===== config.mk =====
export PLATFORM = sky130hd
export DESIGN_NAME = pulse_meas_scheduler
export DESIGN_NICKNAME = d
export VERILOG_FILES = /design/src/rtl/pulse_meas_scheduler.sv
export SDC_FILE = /design/constraint.sdc
export NUM_CORES = 1
export LEC_CHECK = 0
export CORE_UTILIZATION = 46
export DETAILED_ROUTE_END_ITERATION = 6
export PLACE_DENSITY = 0.76
export SETUP_SLACK_MARGIN = 0.5
export SYNTH_ARGS = -nofsm -noshare
export SYNTH_HDL_FRONTEND = slang
export SYNTH_SLANG_ARGS = --single-unit

===== constraint.sdc =====
create_clock -name clk -period 2 [get_ports clk]
set_input_delay 0.5 -clock clk [delete_from_list [all_inputs] [get_ports clk]]
set_output_delay 0.5 -clock clk [all_outputs]
set_load 0.02 [all_outputs]

===== src/rtl/pulse_meas_scheduler.sv =====
// pulse_meas_scheduler
// Round-robin front end for one shared pulse-width measurement unit. One
// requesting channel is granted at a time. Its synchronised pulse is gated
// into the unit, and a tagged result is returned per grant. A measurement
// that runs too long is aborted and reported as a timeout.
//
// Ports
//   clk, rst        clock, asynchronous active-high reset
//   req             per-channel measurement request (level)
//   pulse_in        per-channel synchronised pulse
//   grant           one-hot current grant, 0 when idle
//   busy            high whenever a grant is active
//   unit_pulse      gated pulse towards the shared unit
//   unit_read_time  measurement-window strobe towards the shared unit
//   unit_ready      shared unit is idle
//   unit_done_tick  shared unit completion strobe
//   unit_count      shared unit cycle count, valid with unit_done_tick
//   res_valid       one-cycle result strobe
//   res_ch          channel of the result
//   res_cycles      measured width in clk cycles, 0 on timeout
//   res_timeout     result was aborted by timeout
module pulse_meas_scheduler #(
  parameter int N_CH        = 4,
  parameter int CH_W        = 2,
  parameter int TIMEOUT_CYC = 50_000_000,
  parameter int TO_W        = 26
) (
  input  logic            clk,
  input  logic            rst,
  input  logic [N_CH-1:0] req,
  input  logic [N_CH-1:0] pulse_in,
  output logic [N_CH-1:0] grant,
  output logic            busy,
  output logic            unit_pulse,
  output logic            unit_read_time,
  input  logic            unit_ready,
  input  logic            unit_done_tick,
  input  logic [19:0]     unit_count,
  output logic            res_valid,
  output logic [CH_W-1:0] res_ch,
  output logic [19:0]     res_cycles,
  output logic            res_timeout
);

  typedef enum logic [2:0] {
    S_IDLE    = 3'd0,
    S_ARM     = 3'd1,
    S_MEASURE = 3'd2,
    S_DRAIN   = 3'd3,
    S_REPORT  = 3'd4
  } state_t;

  localparam logic [TO_W-1:0] TO_LAST  = TO_W'(TIMEOUT_CYC - 1);
  localparam logic [TO_W-1:0] TO_MAX   = '1;
  localparam logic [CH_W-1:0] CH_LAST  = CH_W'(N_CH - 1);
  localparam logic [N_CH-1:0] ONE_HOT0 = N_CH'(1);

  state_t          state, state_nxt;
  logic [CH_W-1:0] rr_ptr;
  logic [CH_W-1:0] sel;
  logic [CH_W-1:0] pick_idx;
  logic [CH_W-1:0] scan_idx;
  logic [CH_W:0]   scan_sum;
  logic            pick_found;
  logic [TO_W-1:0] to_cnt;
  logic            to_hit;

  // First requesting channel at or above rr_ptr, wrapping around.
  always_comb begin
    pick_found = 1'b0;
    pick_idx   = '0;
    scan_sum   = '0;
    scan_idx   = '0;
    for (int i = 0; i < N_CH; i++) begin
      scan_sum = {1'b0, rr_ptr} + (CH_W+1)'(i);
      if (scan_sum >= (CH_W+1)'(N_CH)) begin
        scan_sum = scan_sum - (CH_W+1)'(N_CH);
      end
      scan_idx = scan_sum[CH_W-1:0];
      if (!pick_found && req[scan_idx]) begin
        pick_found = 1'b1;
        pick_idx   = scan_idx;
      end
    end
  end

  assign to_hit = (to_cnt == TO_LAST);

  always_ff @(posedge clk or posedge rst) begin
    if (rst) begin
      state <= S_IDLE;
    end else begin
      state <= state_nxt;
    end
  end

  always_comb begin
    state_nxt      = state;
    unit_pulse     = 1'b0;
    unit_read_time = 1'b0;
    case (state)
      S_IDLE: begin
        if (pick_found) state_nxt = S_ARM;
      end
      // Only start once the granted pulse is low, so the unit sees a clean
      // rising edge rather than joining a pulse already in progress.
      S_ARM: begin
        if (unit_ready && !pulse_in[sel]) state_nxt = S_MEASURE;
      end
      S_MEASURE: begin
        unit_pulse     = pulse_in[sel];
        unit_read_time = 1'b1;
        if (unit_done_tick) begin
          state_nxt = S_REPORT;
        end else if (to_hit) begin
          state_nxt = S_DRAIN;
        end
      end
      // Pulse held low so a unit still counting finishes; its result is dropped.
      S_DRAIN: begin
        if (unit_ready) state_nxt = S_REPORT;
      end
      S_REPORT: begin
        state_nxt = S_IDLE;
      end
      default: begin
        state_nxt = S_IDLE;
      end
    endcase
  end

  always_ff @(posedge clk or posedge rst) begin
    if (rst) begin
      rr_ptr      <= '0;
      sel         <= '0;
      grant       <= '0;
      to_cnt      <= '0;
      res_ch      <= '0;
      res_cycles  <= '0;
      res_timeout <= 1'b0;
    end else begin
      case (state)
        S_IDLE: begin
          if (pick_found) begin
            grant <= ONE_HOT0 << pick_idx;
            sel   <= pick_idx;
          end
        end
        S_ARM: begin
          if (state_nxt == S_MEASURE) to_cnt <= '0;
        end
        S_MEASURE: begin
          if (to_cnt != TO_MAX) to_cnt <= to_cnt + 1'b1;
          if (unit_done_tick) begin
            res_ch      <= sel;
            res_cycles  <= unit_count;
            res_timeout <= 1'b0;
          end
        end
        S_DRAIN: begin
          if (unit_ready) begin
            res_ch      <= sel;
            res_cycles  <= '0;
            res_timeout <= 1'b1;
          end
        end
        S_REPORT: begin
          grant  <= '0;
          rr_ptr <= (sel == CH_LAST) ? '0 : sel + 1'b1;
        end
        default: ;
      endcase
    end
  end

  assign busy      = (state != S_IDLE);
  assign res_valid = (state == S_REPORT);

endmodule

* Yosys cells after proc, flatten, opt, wreduce, memory -nomap -nowiden
Index checks and enable logic that the tools add are counted. W data, S select, Z words.
Cells by class: reductions and logical operators 17, div/mod/pow operators 0, multiply operators 0, equality and inequality tests 13, multiplexer cells 45, $add $sub $neg 9, magnitude comparators 9, bitwise operators 0, shift-type cells 1
Operator list (number):
- $mux W26 | 2
- $pmux W26 S2 | 1
- $mux W20 | 2
- $pmux W20 S2 | 1
- $add A26 B1 Y26 const B | 1
- $eq A26 B26 Y1 const B | 1
- $ne A26 B26 Y1 const B | 1
- $mux W2 | 11
- $lt A2 B3 Y1 const B | 5
- $mux W3 | 5
- $mux W1 | 13
- $pmux W3 S4 | 1
- $bmux W1 S2 | 5
- $ne A2 B2 Y1 const B | 5
- $eq A3 B2 Y1 const B | 3
- $ge A3 B3 Y1 const B | 3
- $pmux W4 S2 | 1
- $sub A2 B1 Y2 const B | 4
- $add A2 B2 Y3 const B | 2
- $reduce_and A3 Y1 | 2
- $reduce_bool A2 Y1 | 3
- $logic_and A1 B1 Y1 | 4
- $logic_not A1 Y1 | 4
- $mux W4 | 1
- 12 further kinds | 13
Storage, ports and cells: memory bits (read-only) 0, word-level logic and storage cells 102, bits in writable memories 0, bits in latches 0, bits in registers 60, memories kept 0

* Depth between registers and ports, before layout
depth in word-level cells 19, gate-level depth with buffers 7, mapped depth without buffers 6

* Least setup slack after synthesis
No wires, ideal clock.
kind reg-to-reg, start register to_cnt[0], end register to_cnt[5], cell stages (with the launch flop) 8, period minus slack after synthesis 1.903 ns, setup slack 0.097 ns, library setup time 0.082 ns, arrival time 1.821 ns, buffers on the path 1, required time 1.918 ns, path through dfrtp_1 > ha_1 > nand2_1 > nor4_4 > a21oi_4 > or2_1 > buf_2 > a31oi_1
On the way: word-level cells in the longest chain between the ends 7
RTL lines:
- start: declaration | RTL line 65 | logic [TO_W-1:0] to_cnt;
- start signal: assignment | RTL line 153 | if (to_cnt != TO_MAX) to_cnt <= to_cnt + 1'b1;
- $eq A26 B26 Y1 | RTL line 87 | assign to_hit = (to_cnt == TO_LAST);
- $mux W3 | RTL line 115 | end else if (to_hit) begin
- $mux W3 | RTL line 113 | if (unit_done_tick) begin
- $pmux W3 S4 | RTL line 101 | case (state)
- $eq A3 B2 Y1 | RTL line 150 | if (state_nxt == S_MEASURE) to_cnt <= '0;
- $ne A2 B2 Y1 (no source line)
- $reduce_and A3 Y1 (no source line)
Parallel ways exist; a longest one is shown, timed or not. The select of a mux whose other input is x is not followed. A chain may end at the register's enable or synchronous reset.

* Worst setup path in the final report
start register sel[0], end output unit_pulse
On the way: word-level cells in the longest chain between the ends 3
RTL lines:
- start: declaration | RTL line 60 | logic [CH_W-1:0] sel;
- start signal: assignment | RTL line 146 | sel <= pick_idx;
- $bmux W1 S2 | RTL line 111 | unit_pulse = pulse_in[sel];
- $mux W1 (implied by the code) | RTL line 111
- $mux W1 | RTL line 101
- end: declaration | RTL line 34 | output logic unit_pulse,
Every way passes these cells. The select of a mux whose other input is x is not followed.

==> results.ini <==
[worst_setup_path]
worstPathRequired_ns = 1.50
cp_max_fo = 2
cp.arrival_ns = 1.56
path_cells = mux4_2, inv_2, nor2_4, buf_6
path_delay_family = multiplexers
slowest_stage = mux4_2
critPathKind = reg2out
critical_path.endpoint_type = primary output
path_buf_inv = 2
max_stage_delay_ns = 0.56
startpoint_type = register

[detailed_routing]
drc = 0
drt_wl_total_mm = 9.56
firstDrtPassIters = 7
antenna_left = 0
num_vias = 3000
drt_iter0_markers = 386
wl_per_cell_um = 19.5
avgViaCountPerCell = 6.11

[yosys]
syn-cell-area_sq_um = 2990
synth_commonest_cells = 60 x dfrtp_1, 32 x a22o_1, 20 x nand2_1
synth_nets = 319
yosys_warnings = 0
synth-seq-cells = 60
synth.most_common_cell = dfrtp_1
async_flop_share = 1.00
yosysTopAreaCellShare = 0.502
synth_top_cells_by_area = dfrtp_1 50%, a22o_1 9.4%, nand3_1 3.0%, nand2_1 2.5%, a21oi_1 2.2%
avgSynthCellArea_sq_um = 10.5
syn_inst = 285
ys_seq_area_frac = 0.502
ys.flop_type = dfrtp_1
ys_types = 50
yosys.area.top_type = dfrtp_1
synth-edff-count = 0

[power]
leakagePower_nw = 2.15
p_per_area_nw_per_um2 = 1360
power_mw = 6.34
ir_drop_uv = 937

[clock_network]
clk_pin_slew_worst_paths_ns = 0.08
cts_buffer_depth = 2
cts_hold_buf = 0
cts_buffers = 9
cts_tree = built
htree_levels = 3
insertion_delay_ns = 0.35
clock-sinks = 60
cts-root-buf = clkbuf_8

[die]
die_w_um = 82.6
start_util = 0.473
io_pins = 63
die_y_um = 82.6
rows = 29
coreArea_sq_um = 6310
die_area_sq_um = 6820

[global_routing]
first_global_vias = 2724
grt_pass1_wl_mm = 13.3
grt_max_degree = 27
grt_overflow = 0
grt_usage = 0.269
antenna_found_initial = 0

[timing]
maxSlewViolCount = 0
hold_viol_final = 0
rsz0062_at_grt = yes
worstMarginPinSlew_ns = 0.460
setup_ws_ns = -0.0617
finClkSkew_ns = 0.0130
min_period_over_period = 1.03
setup_violations = 8
max_slew_margin = 0.689
finalCriticalPeriod_ns = 2.06
max_freq_mhz = 485

[placement]
gp_congestion = 0.939
dpl.hpwl_mm = 5.76
io_buffers = 62
postPlaceCellArea_sq_um = 4130

[cells_and_area]
fin_area_sq_um = 4670
final_layout_size_suffix_gt1_frac = 0.391
multi_input_area_sq_um = 1630
finalNetCount = 443
seqCellArea_sq_um = 1510
n_antenna_cell = 0
syn_to_final_growth_pct = 56.3
fillers = 440

[worst_hold_path]
hold_class = reg2reg

[run_status]
violations = setup timing
status = finished, violations left

[job]
maxCapViolCount = 0

layout make-up:
| cell class | instances | share of cell area |
|---|---|---|
| clock buffers | 10 | 0.0273 |
| clock inverters | 6 | 0.0190 |
| inverters | 8 | 0.00723 |
| multi-input cells | 202 | 0.350 |
| flip-flops and latches | 60 | 0.322 |
| well taps | 77 | 0.0206 |
| repair buffers | 128 | 0.254 |
routing by layer:
layer,vias to the layer above,GRT usage,share of wire
li1,1337,-,-
met4,0,0.141,0.037
met1,1479,0.356,0.40
met3,39,0.0429,0.060
met5,-,0,0
met2,145,0.424,0.50
state kept, by name, indices dropped and copies added, names as in the netlist:
signal / count
res_cycles: 20
sel: 2
rr_ptr: 2
grant: 4
to_cnt: 26
res_ch: 2
res_timeout: 1
state: 3
per-stage QoR:
stage / setup TNS (ns) / setup WS, ns / hold slack (ns) / util / instances
floorplan: 0 / 0.221 / 0.450 / - / 285
finish: -0.183 / -0.0617 / 0.497 / 0.740 / 491
detailed placement: -10.71 / -0.579 / 0.482 / 0.655 / 457
global placement: -9.31 / -0.568 / 0.471 / 0.655 / 457
CTS: -0.0314 / -0.0314 / 0.502 / 0.716 / 483
global route: -1.04 / -0.0963 / 0.520 / 0.740 / 491
cell usage in the layout (no fill, tap or decap), types with 5 or more instances in the layout:
cell / Yosys / layout
dfrtp_1: 60 / 57
buf_4: 0 / 45
a22o_1: 32 / 32
clkdlybuf4s50_1: 0 / 23
buf_2: 6 / 23
nand2_1: 20 / 17
nand3_1: 18 / 17
buf_6: 0 / 15
nor2_1: 14 / 11
a21oi_1: 13 / 9
clkbuf_8: 0 / 9
nand4_1: 8 / 8
o21ai_0: 9 / 8
a31oi_1: 10 / 8
xnor2_1: 7 / 7
buf_12: 0 / 7
nor2_4: 0 / 5
and3_1: 5 / 5
dlygate4sd2_1: 0 / 5
power breakdown:
group	switching [mW]	internal (mW)
Combinational	1.60	1.54
Clock	0.502	0.701
Sequential	0.351	1.64
Total	2.45	3.89
timing repair:
| action | CTS | global route |
|---|---|---|
| setup buffers | 8 | 7 |
| gates cloned | 2 | 1 |
| setup endpoints to repair | 89 | 81 |
| pin swaps | 8 | 16 |
| gates resized for setup | 132 | 59 |
cells by family (layout without fill, tap and decap cells):
| group | count (synthesis) | after routing | share of synthesized area |
|---|---|---|---|
| simple gates | 98 | 99 | 0.189 |
| compound gates | 85 | 85 | 0.212 |
| flops | 60 | 60 | 0.502 |
| buf+inv | 24 | 152 | 0.0335 |
| xor+xnor | 11 | 11 | 0.0322 |
| mux | 5 | 5 | 0.0226 |
| fa+ha+maj | 2 | 2 | 0.00837 |
final timing paths:
check / slack (ns) / from / cells past startpoint / endpoint
max: -0.06 / sel[0]$_DFFE_PP0P_ / 4 / unit_pulse
min: 0.50 / res_cycles[6]$_DFFE_PP0P_ / 1 / res_cycles[6]$_DFFE_PP0P_
max reg2reg: -0.02 / sel[0]$_DFFE_PP0P_ / 8 / to_cnt[10]$_DFFE_PP0P_
min reg2reg: 0.50 / res_cycles[6]$_DFFE_PP0P_ / 1 / res_cycles[6]$_DFFE_PP0P_
max in group asynchronous: 0.92 / rst / 3 / res_cycles[13]$_DFFE_PP0P_
min in group asynchronous: 0.51 / rst / 2 / to_cnt[23]$_DFFE_PP0P_
worst reg2reg max path: stages, from the launching register on:
cell and delay [ns]:
dfrtp_1 0.38, mux4_2 0.56, buf_6 0.15, buf_6 0.11, nor4_4 0.18, or2_4 0.21, buf_6 0.11, buf_12 0.12
a31oi_1 0.08
(Power assumes the default switching activity.)
